## config.mk

```make
export PLATFORM = sky130hd
export DESIGN_NAME = elec_config_deserializer
export DESIGN_NICKNAME = d
export VERILOG_FILES = /design/src/rtl/elec_cfg_pkg.sv /design/src/rtl/sync_bit.sv /design/src/rtl/elec_config_deserializer.sv
export SDC_FILE = /design/constraint.sdc
export NUM_CORES = 1
export LEC_CHECK = 0
export ABC_AREA = 1
export CAP_MARGIN = 10
export CORE_ASPECT_RATIO = 0.5
export CORE_UTILIZATION = 30
export CTS_BUF_LIST = sky130_fd_sc_hd__clkbuf_4
export DETAILED_ROUTE_END_ITERATION = 8
export PLACE_DENSITY = 0.53
export SYNTH_ARGS = -nofsm -noshare
export SYNTH_HDL_FRONTEND = slang
export SYNTH_SLANG_ARGS = --single-unit
```

## constraint.sdc

```tcl
create_clock -name clock -period 3.5 [get_ports clock]
set_clock_uncertainty 0.2 [all_clocks]
set_input_delay 0.35 -clock clock [delete_from_list [all_inputs] [get_ports clock]]
set_output_delay 0.35 -clock clock [all_outputs]
set_load 0.1 [all_outputs]
```

## src/rtl/elec_cfg_pkg.sv

```systemverilog
// Shared definitions for the electrode-configuration deserializer.
// Contents:
//   state_e   - FSM state encoding (IDLE / SHIFT / HALT)
//   SAFE_LEVEL - per-electrode drive level used for the safe (all-off) state
//   cnt_width - bit-counter width for a given electrode count; the counter
//               must hold N+1 so that overlong frames can be detected
package elec_cfg_pkg;

  typedef enum logic [1:0] {
    ST_IDLE  = 2'd0,
    ST_SHIFT = 2'd1,
    ST_HALT  = 2'd2
  } state_e;

  localparam logic SAFE_LEVEL = 1'b0;

  function automatic int unsigned cnt_width(input int unsigned n_elec);
    return $clog2(n_elec + 2);
  endfunction

endpackage

```

## src/rtl/sync_bit.sv

```systemverilog
// Multi-stage flip-flop synchronizer for one inter-FPGA input bit.
// Ports:
//   clock - system clock
//   rst   - synchronous active-high reset, clears all stages
//   d     - asynchronous/inter-FPGA input
//   q     - synchronized output, STAGES cycles after d
module sync_bit #(
  parameter int unsigned STAGES = 2
) (
  input  logic clock,
  input  logic rst,
  input  logic d,
  output logic q
);

  logic [STAGES-1:0] sync_q;
  logic [STAGES-1:0] sync_d;

  always_comb begin
    sync_d = {sync_q[STAGES-2:0], d};
  end

  always_ff @(posedge clock) begin
    if (rst) begin
      sync_q <= '0;
    end else begin
      sync_q <= sync_d;
    end
  end

  assign q = sync_q[STAGES-1];

endmodule

```

## src/rtl/elec_config_deserializer.sv

```systemverilog
// Receives the serial electrode configuration from FPGA1, validates frame
// length, holds a good frame in a shadow register and applies it to the
// electrode drive outputs on each step command.
// Ports:
//   clock, rst     - system clock, synchronous active-high reset
//   serial_in      - serial electrode data, MSB (electrode N-1) first
//   enable_config  - frame enable, high while serial_in is valid
//   next_sequence  - step command, rising edge applies the pending frame
//   stop_fpga2     - level, high forces all electrodes off (HALT)
//   elec_active    - applied electrode drive pattern
//   cfg_pending    - a good frame is held and not yet applied
//   frame_ok / frame_err / seq_miss / applied - one-cycle event pulses
//   seq_count      - number of applied steps, wrapping
//   halted         - high while in HALT
module elec_config_deserializer
  import elec_cfg_pkg::*;
#(
  parameter int unsigned N_ELECTRODES = 129,
  parameter int unsigned SYNC_STAGES  = 2,
  parameter int unsigned SEQ_CNT_W    = 8
) (
  input  logic                    clock,
  input  logic                    rst,
  input  logic                    serial_in,
  input  logic                    enable_config,
  input  logic                    next_sequence,
  input  logic                    stop_fpga2,
  output logic [N_ELECTRODES-1:0] elec_active,
  output logic                    cfg_pending,
  output logic                    frame_ok,
  output logic                    frame_err,
  output logic                    seq_miss,
  output logic                    applied,
  output logic [SEQ_CNT_W-1:0]    seq_count,
  output logic                    halted
);

  localparam int unsigned CNT_W = cnt_width(N_ELECTRODES);
  localparam logic [CNT_W-1:0] CNT_FULL = CNT_W'(N_ELECTRODES);
  localparam logic [CNT_W-1:0] CNT_SAT  = CNT_W'(N_ELECTRODES + 1);

  logic data_s, en_s, nseq_s, stop_s;

  sync_bit #(.STAGES(SYNC_STAGES)) u_sync_data (.clock(clock), .rst(rst), .d(serial_in),     .q(data_s));
  sync_bit #(.STAGES(SYNC_STAGES)) u_sync_en   (.clock(clock), .rst(rst), .d(enable_config), .q(en_s));
  sync_bit #(.STAGES(SYNC_STAGES)) u_sync_nseq (.clock(clock), .rst(rst), .d(next_sequence), .q(nseq_s));
  sync_bit #(.STAGES(SYNC_STAGES)) u_sync_stop (.clock(clock), .rst(rst), .d(stop_fpga2),    .q(stop_s));

  state_e                  state_q, state_d;
  logic [N_ELECTRODES-1:0] shift_q, shift_d;
  logic [N_ELECTRODES-1:0] shadow_q, shadow_d;
  logic [N_ELECTRODES-1:0] active_q, active_d;
  logic [CNT_W-1:0]        cnt_q, cnt_d;
  logic [SEQ_CNT_W-1:0]    seq_cnt_q, seq_cnt_d;
  logic pending_q, pending_d;
  logic en_prev_q, en_prev_d;
  logic nseq_prev_q, nseq_prev_d;
  logic nseq_rise_q, nseq_rise_d;
  logic frame_ok_q, frame_ok_d;
  logic frame_err_q, frame_err_d;
  logic seq_miss_q, seq_miss_d;
  logic applied_q, applied_d;
  logic halted_q, halted_d;

  logic en_rise;

  assign en_rise = en_s & ~en_prev_q;

  always_comb begin
    state_d     = state_q;
    shift_d     = shift_q;
    shadow_d    = shadow_q;
    active_d    = active_q;
    cnt_d       = cnt_q;
    seq_cnt_d   = seq_cnt_q;
    pending_d   = pending_q;
    frame_ok_d  = 1'b0;
    frame_err_d = 1'b0;
    seq_miss_d  = 1'b0;
    applied_d   = 1'b0;
    en_prev_d   = en_s;
    nseq_prev_d = nseq_s;
    // Step edge is registered once more so the apply stage sees a clean pulse.
    nseq_rise_d = nseq_s & ~nseq_prev_q;

    if (stop_s) begin
      state_d   = ST_HALT;
      active_d  = {N_ELECTRODES{SAFE_LEVEL}};
      pending_d = 1'b0;
      cnt_d     = '0;
    end else begin
      // Apply is evaluated first so it uses the pre-cycle shadow/pending;
      // a frame completing in the same cycle then overrides pending below.
      if (state_q != ST_HALT && nseq_rise_q) begin
        if (pending_q) begin
          active_d  = shadow_q;
          pending_d = 1'b0;
          applied_d = 1'b1;
          seq_cnt_d = seq_cnt_q + SEQ_CNT_W'(1);
        end else begin
          seq_miss_d = 1'b1;
        end
      end

      unique case (state_q)
        ST_IDLE: begin
          if (en_rise) begin
            shift_d = {shift_q[N_ELECTRODES-2:0], data_s};
            cnt_d   = CNT_W'(1);
            state_d = ST_SHIFT;
          end
        end
        ST_SHIFT: begin
          if (en_s) begin
            shift_d = {shift_q[N_ELECTRODES-2:0], data_s};
            if (cnt_q != CNT_SAT) begin
              cnt_d = cnt_q + CNT_W'(1);
            end
          end else begin
            if (cnt_q == CNT_FULL) begin
              shadow_d   = shift_q;
              pending_d  = 1'b1;
              frame_ok_d = 1'b1;
            end else begin
              frame_err_d = 1'b1;
            end
            cnt_d   = '0;
            state_d = ST_IDLE;
          end
        end
        ST_HALT: begin
          state_d = ST_IDLE;
        end
        default: begin
          state_d = ST_IDLE;
        end
      endcase
    end

    halted_d = (state_d == ST_HALT);
  end

  always_ff @(posedge clock) begin
    if (rst) begin
      state_q     <= ST_IDLE;
      shift_q     <= '0;
      shadow_q    <= '0;
      active_q    <= '0;
      cnt_q       <= '0;
      seq_cnt_q   <= '0;
      pending_q   <= 1'b0;
      en_prev_q   <= 1'b0;
      nseq_prev_q <= 1'b0;
      nseq_rise_q <= 1'b0;
      frame_ok_q  <= 1'b0;
      frame_err_q <= 1'b0;
      seq_miss_q  <= 1'b0;
      applied_q   <= 1'b0;
      halted_q    <= 1'b0;
    end else begin
      state_q     <= state_d;
      shift_q     <= shift_d;
      shadow_q    <= shadow_d;
      active_q    <= active_d;
      cnt_q       <= cnt_d;
      seq_cnt_q   <= seq_cnt_d;
      pending_q   <= pending_d;
      en_prev_q   <= en_prev_d;
      nseq_prev_q <= nseq_prev_d;
      nseq_rise_q <= nseq_rise_d;
      frame_ok_q  <= frame_ok_d;
      frame_err_q <= frame_err_d;
      seq_miss_q  <= seq_miss_d;
      applied_q   <= applied_d;
      halted_q    <= halted_d;
    end
  end

  assign elec_active = active_q;
  assign cfg_pending = pending_q;
  assign frame_ok    = frame_ok_q;
  assign frame_err   = frame_err_q;
  assign seq_miss    = seq_miss_q;
  assign applied     = applied_q;
  assign seq_count   = seq_cnt_q;
  assign halted      = halted_q;

endmodule

```

==> results.md, run 1 <==
* Worst VDD drop at 0.000203 V
* Syn Inst Count at slightly above 2000
* #FFs+latches synth at 422
* Worst Path Class, Setup: reg -> out
* DR WL/cell at between 10 and 15 microns
* Worst path cell trace: clkdlybuf4s50_1
* Core area at 50300 sq um
* Hold-critical path depth at 2
* Worst r2r path cells at 7
* Ys Warns at 0
* Worst EP arrival at 2.35 ns
* RR Startpoint: cnt_q[0]$_SDFFE_PP0P_
* Power per cell area at 500 nW/um^2
* Synth area leaders: dfxtp_1 55%, nor2_1 14%, nand2_1 8.6%, o21ai_0 7.5%, a21oi_1 4.5%
* Resize count post-CTS at 0
* Number of buffers created by CTS at around 100
* TritonCTS clock tree: done
* GRT overflow at 0
* EDFF count, synth at 0
* Leak at 0.00806 uW
* Critical path peak fanout at 2
* CP delay by family, top: buffers and inverters
* DRT antenna net count at 0
* Status: finished, violations left
* Slowest cell on the critical path: clkdlybuf4s50_1
* Hold crit path type: reg -> reg
* Iteration-0 DRC Markers at 581
* Worst Hold Slack at 0.204 ns
* Port Buffers at 148
* GR Util All Layers at 0.135
* Crit start category: flip-flop
* FMAX at 344 MHz
* Starting Density at 0.304
* Syn Nets at 2053
* Placer Congestion at a little under 0.8
* Clock sinks at 422
* Row count at 58
* Hold_sp: u_sync_nseq.sync_q[0]$_SDFF_PP0_
* Worst setup EP type: output pin
* Depth of the CTS H-tree at 3
* Reg-to-reg endpoint: shadow_q[12]$_SDFFE_PP0P_
* Initial antenna violation count at 1
* Fill count at approximately 5300
* Post-synth top area share at 0.552
* Crit path time final at 2.90 ns
* Seq pwr share at 0.546
* Synth cell types at 24
* Leading area contributor after synthesis: dfxtp_1
* DR DRC count at 0
* Final #Nets at 2191
* Final Hold Fails at 0
* FFs w/ async S/R, synth at 0
* RSZ-0062 raised after global routing: false
* Layout cells sized above 1 at 0.0766
* Switching fraction of total power at 0.241
* Fin crit share at 0.830
* Detailed Route WL at about 35000 microns
* Clock-pin slew on the worst setup and hold paths at 0.07 ns
* Max cap viols at 0
* Net Sw Power at 2220 uW
* Relative slew slack at -0.0897
* Die footprint at approximately 52000 sq um
* Die W at 321 microns
* Die Y at 162 microns
* Worst-margin pin slew at approximately 1.6 ns
* Vias in the first global route at 11954
* Wire length of the first global-routing pass at 58400 microns
* Area delta synth->final at 20.0%
* Clock network power share at 0.411
* Failing checks: max-slew violations
* Most common cell in the netlist: nor2_1
* Syn_area_per_cell at roughly 7.5 sq um
* CTS max path bufs at 3
* Worst path required time at 2.95 ns
* Post-synth top cells: 552 x nor2_1, 422 x dfxtp_1, 349 x nand2_1
* CP max stage delay at 1.18 ns
* Clock Latency Late Sink at 0.78 ns
* Final setup fails at 0
* Largest net degree at the start of global routing at ~260
* Vias at 12562
* Avg Vias per Cell at 4.29
* Int Pwr at 6980 uW
* Gate power share at 0.044
* Setup_tns at 0 ns
* R2R Setup Slk at roughly 0.81 ns
* First-pass DRT Iterations at 7
* Post-Synthesis Cell Area at 15300 sq um
* Synth Flop Type: dfxtp_1
* Clock Tree Root: clkbuf_4
* Final setup margin at 0.595 ns
* Pre-CTS setup slack at approximately 0.94 ns
* I/O pin total at 149
* Post-DP HPWL at 19600 microns
* Post-CTS setup buffer count at 0
* Worst-case hold path end point: u_sync_nseq.sync_q[1]$_SDFF_PP0_
* Seq/Total Area, Yosys at 0.552
* Total power at 9190 uW
* Buf+Inv Stages, Crit Path at 1
* Slew Viols, Final at 104
==> metrics by stage <==
| stage | cells | cell area (sq um) | utilization |
|---|---|---|---|
| 6_report | 2925 | 18400 | 0.365 |
| 5_1_grt | 2925 | 18400 | 0.365 |
| 4_1_cts | 2923 | 18400 | 0.365 |
| 3_5_place_dp | 2764 | 17200 | 0.341 |
| 3_3_place_gp | 2764 | 17200 | 0.341 |
| 2_1_floorplan | 2043 | 15300 | - |
==> per-layer routing <==
| metal | vias up | share of wire | track usage |
|---|---|---|---|
| li1 | 6650 | - | - |
| met5 | - | 0 | 0 |
| met2 | 153 | 0.49 | 0.238 |
| met3 | 73 | 0.034 | 0.0294 |
| met1 | 5686 | 0.46 | 0.160 |
| met4 | 0 | 0.025 | 0.0526 |
==> how the worst max path moves through the flow <==
stage	startpoint	endpoint	cells after the start
2_1_floorplan	cfg_pending$_SDFF_PP0_	elec_active[127]$_SDFFE_PP0P_	6
3_3_place_gp	state_q[1]$_SDFF_PP0_	shift_q[40]$_SDFFE_PP0P_	9
3_5_place_dp	rst	elec_active[103]$_SDFFE_PP0P_	7
4_1_cts	elec_active[37]$_SDFFE_PP0P_	elec_active[37]	1
5_1_grt	elec_active[37]$_SDFFE_PP0P_	elec_active[37]	1
6_report	elec_active[37]$_SDFFE_PP0P_	elec_active[37]	1
==> power by group through the flow <==
| stage | Combinational, uW | Clock, uW | Sequential [uW] |
|---|---|---|---|
| 2_1_floorplan | 327 | 0 | 5110 |
| 3_3_place_gp | 396 | 0 | 5130 |
| 3_5_place_dp | 404 | 0 | 5130 |
| 4_1_cts | 409 | 3950 | 5020 |
| 5_1_grt | 475 | 4180 | 5030 |
| 6_report | 400 | 3770 | 5020 |
==> area by class of cell <==
class / instances / area [sq um] / area share
inverters: 168 / 638 / 0.0347
flip-flops and latches: 422 / 8450 / 0.460
well taps: 690 / 863 / 0.0470
diodes: 2 / 5.00 / 0.000272
clock inverters: 19 / 135 / 0.00736
repair buffers: 165 / 1680 / 0.0913
multi-input cells: 1323 / 5580 / 0.304
clock buffers: 136 / 1020 / 0.0556
==> layout by cell type (no fill, tap or decap), types with 4 or more instances in the layout <==
cell type / netlist / layout
a21oi_1: 139 / 139
buf_12: 0 / 5
buf_4: 4 / 10
clkbuf_4: 0 / 136
clkdlybuf4s50_1: 0 / 146
clkinv_1: 0 / 11
dfxtp_1: 422 / 422
dlygate4sd3_1: 0 / 4
ha_1: 4 / 4
inv_1: 165 / 163
inv_2: 3 / 5
nand2_1: 349 / 349
nand3_1: 17 / 17
nor2_1: 552 / 552
nor3_1: 10 / 10
o21ai_0: 230 / 230
o21ai_1: 12 / 12
==> registers in the layout, indices dropped and copies added, names as in the netlist <==
register	cells
frame_ok	1
applied	1
shadow_q	129
elec_active	129
seq_count	8
frame_err	1
en_prev_q	1
u_sync_nseq.sync_q	2
u_sync_data.sync_q	2
nseq_rise_q	1
state_q	2
u_sync_stop.sync_q	2
seq_miss	1
cfg_pending	1
shift_q	129
nseq_prev_q	1
halted	1
u_sync_en.sync_q	2
cnt_q	8
==> kinds of logic after synthesis <==
kind of cell | synth area share
compound gates | 0.126
fa+ha+maj | 0.00327
buf+inv | 0.0845
flops | 0.552
simple gates | 0.234
==> timing repair <==
action | in CTS | in global routing
hold buffers | 4 | 0
endpoints found under the setup margin | 0 | 0
hold endpoints to repair | 4 | 0
No activity file was read; power rests on OpenSTA's default activity.
==> inputs of run 2 (changes only) <==
Clock period 3.5 ns to 2.93 ns, I/O delays scaled along.
==> run 2 against run 1 <==
Compared with the run above:
- the run now ends clean
- cell count up 0.55%
- sequential share of layout area is 0.59 points higher
- power rose by 20%
- setup slack better by 0.19 ns
- global-route usage is 0.19 points lower
- design area is 1.3% lower
- critical path type is now reg -> reg
==> results.md, run 2 (synthesis results as in run 1) <==
* Iteration-0 DRC Markers at 638
* GR Util All Layers at 0.133
* Worst setup EP type: flip-flop
* FMAX at 467 MHz
* Clock Tree Root: clkbuf_4
* Total power at 11000 uW
* Port Buffers at around 150
* Resize count post-CTS at 0
* Hold Buf Count CTS at 4
* Detailed Route WL at 34700 microns
* Area delta synth->final at 18.5%
* DRT antenna net count at 0
* Register area at 8450 sq um
* Vias in the first global route at about 12000
* Post-DP HPWL at ~20000 microns
* CP delay by family, top: buffers and inverters
* Avg Vias per Cell at about 4.3
* Post-CTS setup buffer count at 0
* Leak at roughly 0.0084 uW
* Slew Viols, Final at 0
* Worst EP arrival at 2.63 ns
* Reg-to-reg endpoint: elec_active[90]$_SDFFE_PP0P_
* Max cap viols at 0
* Largest net degree at the start of global routing at 153
* Final Cell Area at 18100 sq um
* Worst Hold Slack at just over 0.1 ns
* Multi-input gate area in the final layout at 5580 sq um
* First-pass DRT Iterations at 5
* Worst Path Class, Setup: reg -> reg
* RSZ-0062 raised after global routing: false
* Row count at 58
* Crit path time final at between 2 and 2.5 ns
* Fin crit share at 0.731
* Fill count at 5372
* Worst path required time at between 3 and 4 ns
* Layout cells sized above 1 at 0.145
* Worst r2r path cells at 7
* Hold crit path type: in -> reg
* Starting Density at 0.304
* Vias at 12523
* Depth of the CTS H-tree at 3
* Final #Nets at 2197
* Initial antenna violation count at 1
* Final Hold Fails at 0
* Relative slew slack at 0.300
* Commonest cells after routing, fill and taps aside: 552 x nor2_1, 422 x dfxtp_1, 349 x nand2_1
* DR WL/cell at approximately 12 microns
* GRT overflow at 0
* Crit start category: flip-flop
* Power per cell area at 609 nW/um^2
* Clock Latency Late Sink at 0.75 ns
* Worst-case hold path end point: shadow_q[14]$_SDFFE_PP0P_
* Worst-margin pin slew at 1.05 ns
* Die footprint at ~52000 sq um
* Final setup fails at 0
* Slowest cell on the critical path: buf_4
* Die Y at 162 microns
* Status: completed
* Hold-critical path depth at 4
* Worst VDD drop at roughly 0.00024 V
* Clock-pin slew on the worst setup and hold paths at ~0.060 ns
* Critical path peak fanout at 94
* I/O pin total at 149
* Area post-placement at 16900 sq um
* R2R Setup Slk at between 0.7 and 0.8 ns
* Placer Congestion at 0.766
* Buf+Inv Stages, Crit Path at 2
* Hold_sp: rst
* TritonCTS clock tree: done
* Core area at 50300 sq um
* Wire length of the first global-routing pass at 57800 microns
* Commonest non-fill, non-tap cell in the layout: nor2_1
* CTS max path bufs at 3
* Setup_tns at 0 ns
* Clock sinks at roughly 420
* CP max stage delay at between 0.6 and 0.7 ns
* Die W at 321 microns
* RR Startpoint: state_q[0]$_SDFF_PP0_
* Number of buffers created by CTS at 102
* DR DRC count at 0
* Most common cell on crit path: nand2_1
* Worst path cell trace: inv_1 > nand2_1 > nand2_1 > nor2_4 > buf_4 > o21ai_0 > a21oi_1
-- run 2: cell count changes in the layout (fill, tap and decap cells not counted) --
cell and change:
clkinv_4 -1, clkinv_1 +2, buf_4 +143, clkdlybuf4s50_1 -141
buf_12 +3, clkinvlp_4 +1, bufinv_16 -1, clkbuf_4 +8
inv_2 +2
-- run 2: area by class of cell --
cell class / instances / share of cell area
clock buffer: 144 / 0.0596
antenna: 2 / 0.000276
timing repair buffer: 170 / 0.0771
sequential: 422 / 0.466
clock inverter: 22 / 0.00655
tap: 690 / 0.0476
inverter: 168 / 0.0352
multi-input combinational: 1323 / 0.308
-- run 2: worst max path at each step --
| stage | start | to | slack, ns | depth (start not counted) |
|---|---|---|---|---|
| floorplan | cfg_pending$_SDFF_PP0_ | elec_active[127]$_SDFFE_PP0P_ | 0.69 | 6 |
| global placement | u_sync_en.sync_q[1]$_SDFF_PP0_ | shadow_q[77]$_SDFFE_PP0P_ | 0.82 | 8 |
| detailed placement | state_q[0]$_SDFF_PP0_ | elec_active[110]$_SDFFE_PP0P_ | 0.81 | 7 |
| CTS | state_q[1]$_SDFF_PP0_ | shadow_q[126]$_SDFFE_PP0P_ | 0.77 | 10 |
| global route | state_q[0]$_SDFF_PP0_ | elec_active[124]$_SDFFE_PP0P_ | 0.59 | 7 |
| finish | state_q[0]$_SDFF_PP0_ | elec_active[90]$_SDFFE_PP0P_ | 0.79 | 7 |
-- run 2: per-stage QoR --
stage,utilization,instances,setup slack (ns)
6_report,0.361,2941,0.788
5_1_grt,0.361,2941,0.589
3_5_place_dp,0.336,2769,0.808
3_3_place_gp,0.336,2769,0.816
4_1_cts,0.361,2939,0.774
2_1_floorplan,-,2043,0.687
-- run 2: metal layers --
metal | global-route usage | wire length (microns) | vias to the layer above
li1 | - | - | 6681
met1 | 0.163 | 16200 | 5654
met2 | 0.228 | 16900 | 133
met3 | 0.0305 | 996 | 55
met4 | 0.0496 | 644 | 0
met5 | 0 | 0 | -
-- run 2: worst reg2reg max path, cell delays in order (launching register included) --
cell	delay, ns
dfxtp_1	0.37
inv_1	0.05
nand2_1	0.06
nand2_1	0.15
nor2_4	0.17
buf_4	0.69
o21ai_0	0.25
a21oi_1	0.15
-- run 2: power breakdown --
part	internal (uW)	switching, uW	total, uW
Sequential	5890	105	5990
Combinational	161	327	487
Clock	2330	2240	4570
==> inputs of run 3 (changes only) <==
Clock period 2.93 ns to 2.04 ns, I/O delays scaled along.
==> run 3 against run 2 <==
Compared with the run above:
- wire length increased by 1.8%
- global-route usage is 0.20 points higher
- setup slack got worse by 0.62 ns
- clock power rose by 43%
- sequential cell count is the same
- cell count is 0.88% higher
- sequential power increased by 44%
- design area rose by 1.8%
==> results.md, run 3 (synthesis results as in run 1) <==
* CP max stage delay at 0.38 ns
* Commonest non-fill, non-tap cell in the layout: nor2_1
* Number of buffers created by CTS at 103
* RSZ-0062 raised after global routing: false
* DR WL/cell at around 12 microns
* DR DRC count at 0
* Critical path peak fanout at 4
* Slowest cell on the critical path: dfxtp_1
* Setup_tns at 0 ns
* Status: completed
* Total power at 15900 uW
* Multi-input gate area in the final layout at between 5000 and 6000 sq um
* Wire length of the first global-routing pass at 58300 microns
* Buf+Inv Stages, Crit Path at 1
* Worst path cell trace: buf_4
* Initial antenna violation count at 1
* Avg Vias per Cell at 4.26
* Fin crit share at 0.915
* Area delta synth->final at 20.5%
* Worst setup EP type: output pin
* First-pass DRT Iterations at 5
* Slew Viols, Final at 0
* Final Core Density at 0.367
* Core area at 50300 sq um
* Vias in the first global route at about 12000
* Vias at 12643
* Clock sinks at 422
* Worst Path Class, Setup: reg -> out
* Largest net degree at the start of global routing at 103
* Worst EP arrival at 1.46 ns
* Post-CTS setup buffer count at 0
* Die Y at 162 microns
* CP delay by family, top: flip-flops
* Clock-pin slew on the worst setup and hold paths at 0.07 ns
* GR Util All Layers at 0.135
* Row count at 58
* Post-DP HPWL at 21300 microns
* Clock Latency Late Sink at 0.76 ns
* Power per cell area at 861 nW/um^2
* Worst VDD drop at about 0.00032 V
* Layout cells sized above 1 at 0.151
* Fill count at 5383
* Max cap viols at 0
* CTS max path bufs at 3
* Die W at 321 microns
* Clock Tree Root: clkbuf_4
* Depth of the CTS H-tree at 3
* TritonCTS clock tree: done
* Port Buffers at 148
* Leak at roughly 0.0086 uW
* Hold crit path type: in -> reg
* Final Hold Fails at 0
* DRT antenna net count at 0
* Commonest cells after routing, fill and taps aside: 551 x nor2_1, 419 x dfxtp_1, 349 x nand2_1
* FMAX at 536 MHz
* Worst Hold Slack at 0.178 ns
* Worst path required time at 1.64 ns
* Crit path time final at around 1.9 ns
* Worst-margin pin slew at 0.462 ns
* Detailed Route WL at 35300 microns
* Die footprint at about 52000 sq um
* Placer Congestion at between 0.7 and 0.8
* Iteration-0 DRC Markers at 555
* Final #Nets at 2218
* Relative slew slack at 0.692
* GRT overflow at 0
* I/O pin total at 149
* Register area at 8450 sq um
* Final setup fails at 0
* Crit start category: flip-flop
* Starting Density at 0.304
[run 3: cell type report]
| cell class | count | share of cell area |
|---|---|---|
| flip-flops and latches | 422 | 0.458 |
| repair buffers | 190 | 0.0923 |
| clock inverters | 31 | 0.00780 |
| well taps | 690 | 0.0468 |
| inverters | 168 | 0.0347 |
| diodes | 1 | 0.000136 |
| clock buffers | 142 | 0.0578 |
| multi-input cells | 1323 | 0.303 |
[run 3: power by group]
part	switching, uW	leakage [uW]	internal (uW)
registers	148	0.00342	8460
clock network	3230	0.000722	3310
logic	479	0.00444	262
total	3850	0.00858	12000
[run 3: per-layer routing]
metal | vias to the layer above | share of wire | track usage
met5 | - | 0 | 0
met4 | 0 | 0.018 | 0.0474
met3 | 42 | 0.033 | 0.0344
met2 | 141 | 0.48 | 0.225
met1 | 5726 | 0.47 | 0.170
li1 | 6734 | - | -
[run 3: repair_timing]
| item | in CTS | in global routing |
|---|---|---|
| endpoints found under the hold margin | 4 | 0 |
| hold buffers | 4 | 0 |
| endpoints found under the setup margin | 0 | 33 |
| gates resized for setup | 0 | 2 |
[run 3: final timing paths]
check	slack [ns]	end	startpoint	depth (start not counted)
min reg2reg	0.20	nseq_rise_q$_SDFF_PP0_	nseq_prev_q$_SDFF_PP0_	1
max reg2reg	0.21	shift_q[123]$_SDFFE_PP0P_	state_q[1]$_SDFF_PP0_	9
min	0.18	u_sync_data.sync_q[1]$_SDFF_PP0_	rst	3
max	0.17	seq_count[6]	seq_count[6]$_SDFFE_PP0P_	1
[run 3: through the flow]
step | instances | setup WS (ns) | cell area (sq um)
after floorplan | 2043 | 0.0903 | 15300
after global routing | 2967 | 0.0376 | 18500
after detailed placement | 2789 | 0.0503 | 17200
final | 2967 | 0.173 | 18500
after CTS | 2966 | 0.0652 | 18400
after global placement | 2789 | 0.0922 | 17200
==> patch (settings of run 3) <==
`N_ELECTRODES`: 129 -> 258.
--- a/src/rtl/elec_config_deserializer.sv
+++ b/src/rtl/elec_config_deserializer.sv
@@ -15,7 +15,7 @@
 module elec_config_deserializer
   import elec_cfg_pkg::*;
 #(
-  parameter int unsigned N_ELECTRODES = 129,
+  parameter int unsigned N_ELECTRODES = 258,
   parameter int unsigned SYNC_STAGES  = 2,
   parameter int unsigned SEQ_CNT_W    = 8
 ) (
Interface: changed (resized elec_active); port bits go from 149 to 278. No check against the original RTL was run, so the function may have changed too.
==> patch against run 3 <==
  * First-iteration DRC count rose to 2.5 times the old value
  * Sequential cell count increased by 388
  * Worst setup slack got worse by 0.14 ns
  * Wire length increased by 120%
  * Synthesized area up 89%
  * Synthesized cell count is 89% higher
  * Power up 95%
  * Cell area up 120%
  * Cell count is 90% higher
  * Global-route usage up 1.9 points
  * Combinational power increased by 110%
  * Clock power rose by 97%
  * Critical path type unchanged
==> patch: results <==
[setup_path]
critPathCapture = "elec_active[234]"
cp.arrival_ns = 1.60
ff2ff_setup_slack_ns = 0.08
crit_slowest_cell = "dfxtp_2"
cp_max_fo = 2
worstReg2RegEnd = "shadow_q[204]"
reg2reg_from = "cnt_q[5]"
crit_start = "elec_active[234]"

[power]
power.total_mw = 31.0
p_int_mw = 23.3
ir_worst_vdd_mv = 0.403
sequentialPowerShare_pct = 53.2
p_comb_share_pct = 5.0
p_leak_nw = 17.9

[logic_synthesis]
synth_edf_count = 0
yosysUniqueCellTypes = 27
yosys-top-cells-area = "dfxtp_1, nor2_1, nand2_1, o21ai_0, a21oi_1"
yosysSeqAreaShare_pct = 56.0
synth_common_cells = "nor2_1, dfxtp_1, nand2_1"
syn-num-nets = 3865

[place]
port_buffers = 277
pre_cts_slack_ns = 0.0331
place_congestion = 0.747
dpl-instance-area_um2 = 32900
place_hpwl_um = 48100

[global_routing]
grt_pass1_wl_um = 123000
gr-usage-met2_pct = 26.9
grt_start_max_net_pins = 149
first_global_vias = 23700
antenna_found_initial = 2
grt_use_met3_pct = 3.66
grt_use_total_pct = 15.4

[routing]
wl_per_cell_um = 14.0
via_count = 24700
wl_met3_um = 3040
wl_met1_um = 34200
routed_wl_um = 79100
drtIter0Drc = 1388

[worst_hold_path]
worstHoldStart = "u_sync_stop.sync_q[0]"
whs_path_depth = 2
hp-class = "register to register"

[clock_network]
numCtsBuffers = 193
clk_latency_ns = 1.05

[layout]
nets = 4246
drive_above_1_share_pct = 23.1

[timing]
tightest_slew_ns = 0.496

[status]
status = "finished, final reports clean"
patch: area by class of cell:
cell class,instances,area [um2],area share (%)
flip-flops and latches,810,16700,41.9
multi-input cells,2494,10500,26.3
clock inverters,48,277,0.695
clock buffers,276,2070,5.21
well taps,1271,1590,4.00
inverters,294,1140,2.86
diodes,4,10.0,0.0252
repair buffers,441,7520,18.9
repair inverters,3,26.3,0.0660
patch: what timing repair did:
action | 4_1_cts | 5_1_grt
cloned | 0 | 9
gates resized for setup | 1127 | 27
pin swaps | 0 | 4
endpoints found under the setup margin | 272 | 611
buffers inserted | 11 | 20
hold buffers | 13 | 0
endpoints found under the hold margin | 76 | 0
patch: cell families after synthesis:
| family | after synthesis | synth area share [%] |
|---|---|---|
| buffers and inverters | 552 | 7.95 |
| DFF | 810 | 56.0 |
| xor gates and xnor gates | 1 | 0.0303 |
| AOI/OAI and AO/OA | 764 | 13.2 |
| and+or+nand+nor | 1726 | 22.6 |
| adders and majority gates | 3 | 0.130 |
